`src/rtl/uart_rx_fifo_port_if.sv`:
```
`default_nettype none
// ============================================================================
//  Module      : uart_rx_fifo_port_if
//  Description : UART byte strobe plus 6502-style register bus bundle for the
//                receive FIFO port. The master side is the UART front-end and
//                CPU; the slave side is the FIFO peripheral.
//  Revision    : 1.0 - initial release
// ============================================================================
interface uart_rx_fifo_port_if;
  logic [7:0] uart_byte;
  logic       uart_byte_ready;
  logic       bus_en;
  logic       bus_rw;
  logic       bus_addr;
  logic [7:0] bus_wdata;
  logic [7:0] bus_rdata;
  logic       irq_n;

  modport master (
    output uart_byte, uart_byte_ready, bus_en, bus_rw, bus_addr, bus_wdata,
    input  bus_rdata, irq_n
  );

  modport slave (
    input  uart_byte, uart_byte_ready, bus_en, bus_rw, bus_addr, bus_wdata,
    output bus_rdata, irq_n
  );
endinterface
`default_nettype wire

```
`src/rtl/uart_rx_fifo_port.sv`:
```
`default_nettype none
// ============================================================================
//  Module      : uart_rx_fifo_port
//  Description : Receive FIFO behind the UART front-end, exposed to the CPU as
//                a DATA register (addr 0) and a STATUS/CTRL register (addr 1),
//                with an active-low interrupt while data is pending.
//  Revision    : 1.0 - initial release
// ============================================================================
module uart_rx_fifo_port #(
  parameter int DEPTH_LOG2 = 4
) (
  input  logic                 clk,
  input  logic                 rst_n,
  uart_rx_fifo_port_if.slave   bus
);

  localparam int                  DEPTH      = 2 ** DEPTH_LOG2;
  localparam logic [DEPTH_LOG2:0] FULL_COUNT = (DEPTH_LOG2 + 1)'(DEPTH);

  logic [7:0]            r_mem [DEPTH];
  logic [DEPTH_LOG2-1:0] r_wr_ptr;
  logic [DEPTH_LOG2-1:0] r_rd_ptr;
  logic [DEPTH_LOG2:0]   r_count;
  logic                  r_overrun;
  logic                  r_irq_en;
  logic [7:0]            r_rdata;

  logic       w_avail;
  logic       w_full;
  logic       w_rd;
  logic       w_pop;
  logic       w_push;
  logic       w_overrun_evt;
  logic       w_ctrl_wr;
  logic [7:0] w_status;
  logic       unused_wdata;

  // Decode bus strobes and FIFO events from registered state only.
  always_comb begin
    w_avail       = (r_count != '0);
    w_full        = (r_count == FULL_COUNT);
    w_rd          = bus.bus_en & bus.bus_rw;
    // An empty DATA read never pops, even if a byte arrives in the same cycle.
    w_pop         = w_rd & ~bus.bus_addr & w_avail;
    // A full FIFO can still accept a byte when a pop frees a slot this cycle.
    w_push        = bus.uart_byte_ready & (~w_full | w_pop);
    w_overrun_evt = bus.uart_byte_ready & w_full & ~w_pop;
    w_ctrl_wr     = bus.bus_en & ~bus.bus_rw & bus.bus_addr;
    w_status      = {4'h0, r_irq_en, r_overrun, w_full, w_avail};
  end

  // Only bits 3 and 2 of a CTRL write carry meaning.
  assign unused_wdata = ^{bus.bus_wdata[7:4], bus.bus_wdata[1:0]};

  // Storage array; contents need no reset since the count gates visibility.
  always_ff @(posedge clk) begin
    if (w_push) begin
      r_mem[r_wr_ptr] <= bus.uart_byte;
    end
  end

  // Pointers and occupancy; pointers wrap naturally at their width.
  always_ff @(posedge clk or negedge rst_n) begin
    if (!rst_n) begin
      r_wr_ptr <= '0;
      r_rd_ptr <= '0;
      r_count  <= '0;
    end else begin
      if (w_push) begin
        r_wr_ptr <= r_wr_ptr + 1'b1;
      end
      if (w_pop) begin
        r_rd_ptr <= r_rd_ptr + 1'b1;
      end
      if (w_push && !w_pop) begin
        r_count <= r_count + 1'b1;
      end else if (w_pop && !w_push) begin
        r_count <= r_count - 1'b1;
      end
    end
  end

  // Control bits: irq_en load and sticky overrun, where a new overrun beats a clear.
  always_ff @(posedge clk or negedge rst_n) begin
    if (!rst_n) begin
      r_overrun <= 1'b0;
      r_irq_en  <= 1'b0;
    end else begin
      if (w_ctrl_wr) begin
        r_irq_en <= bus.bus_wdata[3];
      end
      if (w_overrun_evt) begin
        r_overrun <= 1'b1;
      end else if (w_ctrl_wr && bus.bus_wdata[2]) begin
        r_overrun <= 1'b0;
      end
    end
  end

  // Registered read data; holds its value on every non-read cycle.
  always_ff @(posedge clk or negedge rst_n) begin
    if (!rst_n) begin
      r_rdata <= 8'h00;
    end else if (w_rd) begin
      if (bus.bus_addr) begin
        r_rdata <= w_status;
      end else if (w_pop) begin
        r_rdata <= r_mem[r_rd_ptr];
      end else begin
        r_rdata <= 8'h00;
      end
    end
  end

  assign bus.bus_rdata = r_rdata;
  assign bus.irq_n     = ~(r_irq_en & w_avail);

endmodule
`default_nettype wire

```
`src/flat_wrapper.sv`:
```
// flat-port wrapper written by rule: the top's interface ports become plain ports
module uart_rx_fifo_port_flat 
#(
  parameter int DEPTH_LOG2 = 4
)
  (clk, rst_n, bus_uart_byte, bus_uart_byte_ready, bus_bus_en, bus_bus_rw, bus_bus_addr, bus_bus_wdata, bus_bus_rdata, bus_irq_n);
  uart_rx_fifo_port_if bus_i ();
  input  logic clk;
  input  logic rst_n;
  input wire logic [$bits(bus_i.uart_byte)-1:0] bus_uart_byte;
  input wire logic [$bits(bus_i.uart_byte_ready)-1:0] bus_uart_byte_ready;
  input wire logic [$bits(bus_i.bus_en)-1:0] bus_bus_en;
  input wire logic [$bits(bus_i.bus_rw)-1:0] bus_bus_rw;
  input wire logic [$bits(bus_i.bus_addr)-1:0] bus_bus_addr;
  input wire logic [$bits(bus_i.bus_wdata)-1:0] bus_bus_wdata;
  output wire logic [$bits(bus_i.bus_rdata)-1:0] bus_bus_rdata;
  output wire logic [$bits(bus_i.irq_n)-1:0] bus_irq_n;
  assign bus_i.uart_byte = bus_uart_byte;
  assign bus_i.uart_byte_ready = bus_uart_byte_ready;
  assign bus_i.bus_en = bus_bus_en;
  assign bus_i.bus_rw = bus_bus_rw;
  assign bus_i.bus_addr = bus_bus_addr;
  assign bus_i.bus_wdata = bus_bus_wdata;
  assign bus_bus_rdata = bus_i.bus_rdata;
  assign bus_irq_n = bus_i.irq_n;
  uart_rx_fifo_port #(.DEPTH_LOG2(DEPTH_LOG2)) u_core (.clk(clk), .rst_n(rst_n), .bus(bus_i));
endmodule
```
`config.mk`:
```
export PLATFORM = sky130hd
export DESIGN_NAME = uart_rx_fifo_port_flat
export DESIGN_NICKNAME = d
export VERILOG_FILES = /design/src/rtl/uart_rx_fifo_port_if.sv /design/src/rtl/uart_rx_fifo_port.sv /design/src/flat_wrapper.sv
export SDC_FILE = /design/constraint.sdc
export NUM_CORES = 1
export LEC_CHECK = 0
export ABC_AREA = 1
export BUFFER_PORTS_ARGS = -buffer_cell sky130_fd_sc_hd__buf_2
export CAP_MARGIN = 10
export CORE_ASPECT_RATIO = 1.2
export CORE_MARGIN = 4
export CORE_UTILIZATION = 30
export CTS_BUF_LIST = sky130_fd_sc_hd__clkbuf_8
export DETAILED_ROUTE_END_ITERATION = 6
export HOLD_SLACK_MARGIN = 0.05
export PLACE_DENSITY = 0.46
export SYNTH_ARGS = -nofsm -noshare
export SYNTH_HDL_FRONTEND = slang
export SYNTH_SLANG_ARGS = --single-unit
```
`constraint.sdc`:
```
create_clock -name clk -period 7.7 [get_ports clk]
set_clock_uncertainty 0.2 [all_clocks]
set_input_delay 0.385 -clock clk [delete_from_list [all_inputs] [get_ports clk]]
set_output_delay 0.385 -clock clk [all_outputs]
set_load 0.1 [all_outputs]
```
# Yosys cells after proc, flatten, opt, wreduce, memory -nomap -nowiden
# Memories as Yosys holds them, arrays and structs flattened.
# Cells that the tools add are included.
# classes
reduce_logical	8
eq_ne	1
addsub	4
bitwise_logic	15
n_mux	8
# op_table
cell	count
8-bit two-way mux	2
5-bit two-way mux	2
1-bit bitwise AND	9
4-bit by 1-bit adder with 4-bit output (second input constant)	2
5-bit by 1-bit adder with 5-bit output (second input constant)	1
5-bit equality test (second input constant)	1
1-bit NOT	5
5-bit nonzero test	1
5-bit by 1-bit subtractor with 5-bit output (second input constant)	1
1-bit two-way mux	4
2-bit nonzero test	2
1-bit logical AND	3
1-bit zero test	2
1-bit bitwise OR	1
# word_totals
ramBits	128
output_inout_bits	9
mem_count	1
regBits	23
# mem_list
name	depth	width	rd	rd_clocked_by_memory_dff	wr	line_no	source
u_core.r_mem	16	8	1	0	1	uart_rx_fifo_port.sv:20	logic [7:0] r_mem [DEPTH];

# Longest topological paths before layout
# logic_depth
depth_word	9
mapped_depth	14

# Least setup slack after synthesis
# Ideal clock, no wire load.
# synth_path
path_kind	reg-to-reg
start	reg u_core.r_count[0]
end	reg u_core.r_count[3]
path_slack_ps	5265
setup_ps	77
path_buffers	0
t_arrival_ps	2157
stages_incl_launch_ff	15
cell_sequence	dfrtp_1 nor2_2 nand4_1 o21ai_2 clkinv_1 ha_1 inv_1 ha_1 nand2_1 inv_1 o21ai_0 nand2_1 o21ai_0 a21oi_1 a21oi_1
# synth_between
elab_chain_cells	7
word_cells_on_any_way	15
# synth_rtl
element	line_no	source
from (decl)	uart_rx_fifo_port.sv:23	logic [DEPTH_LOG2:0] r_count;
from (signal assigned)	uart_rx_fifo_port.sv:76	r_count <= r_count + 1'b1;
from (signal assigned)	uart_rx_fifo_port.sv:78	r_count <= r_count - 1'b1;
5-bit nonzero test / 5-bit equality test (equally long branches)	uart_rx_fifo_port.sv:40, uart_rx_fifo_port.sv:41	
1-bit bitwise AND / 1-bit NOT (equally long branches)	uart_rx_fifo_port.sv:44, uart_rx_fifo_port.sv:46	
1-bit bitwise OR *	uart_rx_fifo_port.sv:46	w_push = bus.uart_byte_ready & (~w_full | w_pop);
1-bit bitwise AND *	uart_rx_fifo_port.sv:46	
net u_core.w_push	uart_rx_fifo_port.sv:32	logic w_push;
1-bit zero test	uart_rx_fifo_port.sv:77	end else if (w_pop && !w_push) begin
1-bit logical AND	uart_rx_fifo_port.sv:77	
2-bit nonzero test (no line)	n/a	
# Mark *: on every way through the listed nets, which the timed path passes. The rest lies on a longest branch. The select of a mux whose other input is x is not followed.
# A chain may end at the register's enable or synchronous reset.

# Worst setup path in the final report
# layout_path
start	reg u_core.r_count[0]
end	reg u_core.r_count[4]
# The elaborated chain is that of the path after synthesis.

==> metrics.csv <==
metric,value,unit
crit_start,u_core.r_count[0]$_DFFE_PN0P_,
synth_seq_area_share,67.9,%
leakagePower,2.85,nW
ys.flop_type,edfxtp_1,
fp-row-count,58,
wl,14.8,mm
post-dp-hpwl,9.28,mm
maxCapViolations,0,
vias,4202,
rsz0062_at_grt,no,
power.density,357,mW/mm^2
remaining_drc_errors,0,
synth_cell_type_count,29,
layout.nets,646,
maxSlewViolCount,0,
rr_startpoint,u_core.r_count[0]$_DFFE_PN0P_,
ant_nets,0,
place_ws,4.73,ns
cts_resized,0,
path_class,flip-flop to flip-flop,
area_delta_synth_final,11.2,%
grt_pass1_wl,23.0,mm
tightest_slew,1.01,ns
cp.arrival,3.12,ns
cts.clk_slew.worst_paths,0.08,ns
drive_gt1_share,10.4,%
swShare,40.7,%
insertion_delay,0.45,ns
cp-end-kind,flip-flop,
post-route-util,34.2,%
die_h,169,um
yosys.area.top_type,edfxtp_1,
numCtsBuffers,17,
syn_nets,622,
cts_tree,yes,
routedWlPerCell,16.5,um
grt_overflow_total,0,
fmax,340,MHz
synth_edf_count,128,
combPwrFrac,35.6,%
core-area,0.0211,mm^2
grt_use_total,12.7,%
netlist_top_cells_area,"edfxtp_1 (59%), dfrtp_1 (8.8%), nand2_1 (6.8%), nand3_1 (4.4%), nor2_1 (4.1%)",
cp_data_required_time,7.87,ns
hold_path.class,input port to flip-flop,
dieArea,0.0241,mm^2
root_buffer,clkbuf_8,
p_int,0.00153,W
ir_drop,0.281,mV
avgSynthCellArea,11.0,um^2
seq_power_share,41.8,%
yosysMostFrequentCell,edfxtp_1,
htree_levels,4,
drt-pass1-iter-count,4,
grt_pass1_vias,4246,
drtIter0Drc,250,
netlist_area,0.00650,mm^2
slew_headroom,32.7,%
setup_viol,0,
timing.final.ws_setup,4.76,ns
ys_seq_elements,151,
viasPerCell,4.68,
min_period,2.94,ns
async_reset_ff_share,15.2,%
initial_core_util,30.8,%
cts_max_path_buffers,2,
cts.sinks,151,
cp_max_fo,8,
die-width,142,um
power_frac_clock,22.5,%
min_from,bus_bus_wdata[2],
ys_top_cells_by_count,"edfxtp_1 (128), nand2_1 (117), nor2_1 (71), inv_1 (64), nand3_1 (57)",
netlist.area_leader.share,59.1,%
syn_inst,590,
io_pins,31,
place_congestion,0.775,
diodes,0,
yosys_warnings,0,
period_share,38.2,%
port_buffers,24,
status,"finished, final reports clean",
grt_max_degree,77,
hold_viol,0,
critPathLaunchType,flip-flop,
fin_setup_tns,0,ns
p_sw,0.00105,W
antenna_found_initial,0,
==> critical path, cell delays in order, from the launching register on <==
cell	delay (ns)
dfrtp_1	0.45
nor2_2	0.17
nand4_1	0.16
o21ai_2	0.27
clkinv_1	0.28
ha_1	0.29
inv_1	0.15
ha_1	0.28
nand2_1	0.09
nand2_1	0.06
a21oi_1	0.16
xor2_1	0.18
nand2_1	0.07
o21ai_0	0.07
==> kinds of logic (layout without fill, tap and decap cells) <==
| logic type | after synthesis | in the layout | synth area share (%) |
|---|---|---|---|
| XOR/XNOR | 9 | 9 | 1.21 |
| AND/OR/NAND/NOR | 250 | 250 | 15.7 |
| buffers and inverters | 93 | 130 | 6.27 |
| AO/OA/AOI/OAI | 76 | 76 | 6.64 |
| flip-flops | 151 | 151 | 67.9 |
| multiplexers | 1 | 1 | 0.173 |
| adder cells (fa/ha/maj) | 10 | 10 | 2.04 |
==> area by class of cell <==
| cell class | instances | area, um^2 |
|---|---|---|
| Multi-Input combinational cell | 346 | 1680 |
| Inverter | 69 | 259 |
| Clock buffer | 17 | 234 |
| Sequential cell | 151 | 4420 |
| Fill cell | 2082 | 13900 |
| Clock inverter | 15 | 139 |
| Timing Repair Buffer | 29 | 165 |
| Tap cell | 270 | 338 |
==> metrics by stage <==
step                hold slack (ns)  total power [W]  cell area (um^2)  instances
floorplan                    -0.111          0.00180              6500        590
global placement              0.200          0.00201              6830        862
detailed placement            0.222          0.00204              6830        862
CTS                          0.0708          0.00262              7230        897
global route                 0.0830          0.00277              7230        897
finish                       0.0892          0.00259              7230        897
==> what timing repair did <==
| action | 4_1_cts | 5_1_grt |
|---|---|---|
| setup buffers | 0 | 0 |
| hold buffers | 3 | 0 |
| endpoints found under the hold margin | 26 | 0 |
==> state kept, by name, indices dropped and copies added (netlist names) <==
name and cells:
u_core.r_irq_en 1, u_core.r_count 5, u_core.r_rd_ptr 4, u_core.r_wr_ptr 4, u_core.r_mem 128, u_core.r_overrun 1
u_core.bus.bus_rdata 8
==> layer usage <==
| metal | GRT usage, % | vias to the layer above | part of all wire [%] |
|---|---|---|---|
| li1 | - | 2036 | - |
| met1 | 14.6 | 2065 | 41 |
| met2 | 23.0 | 79 | 53 |
| met3 | 2.56 | 22 | 4.0 |
| met4 | 4.88 | 0 | 2.2 |
| met5 | 0 | - | 0 |
==> power groups by stage <==
stage / Clock (W) / Combinational [W] / Sequential (W)
4_1_cts: 0.000595 / 0.000943 / 0.00108
2_1_floorplan: 0 / 0.000623 / 0.00118
3_5_place_dp: 0 / 0.000937 / 0.00110
5_1_grt: 0.000630 / 0.00104 / 0.00109
3_3_place_gp: 0 / 0.000919 / 0.00110
6_report: 0.000583 / 0.000921 / 0.00108
==> path summary, 6_finish.rpt <==
kind	endpoint	cells after the start	slack [ns]
worst min register to register	u_core.bus.bus_rdata[0]$_DFFE_PN0N_	2	0.28
min in group asynchronous	u_core.r_wr_ptr[0]$_DFFE_PN0P_	2	0.26
worst min-delay path	u_core.r_overrun$_DFFE_PN0P_	3	0.09
worst max register to register	u_core.r_count[4]$_DFFE_PN0P_	13	4.76
worst max-delay path	u_core.r_count[4]$_DFFE_PN0P_	13	4.76
max in group asynchronous	u_core.r_rd_ptr[0]$_DFFE_PN0N_	2	6.62
==> layout by cell type (no fill, tap or decap), types with 6 or more instances in the layout <==
| cell type | instances |
|---|---|
| dfrtp_1 | 22 |
| clkbuf_8 | 17 |
| xor2_1 | 8 |
| nor2_1 | 71 |
| inv_1 | 67 |
| nand3_1 | 57 |
| buf_2 | 24 |
| nand2_1 | 117 |
| edfxtp_1 | 128 |
| a21oi_1 | 14 |
| o211ai_1 | 14 |
| o21ai_1 | 6 |
| ha_1 | 9 |
| o21ai_0 | 37 |
(Power assumes the default switching activity.)
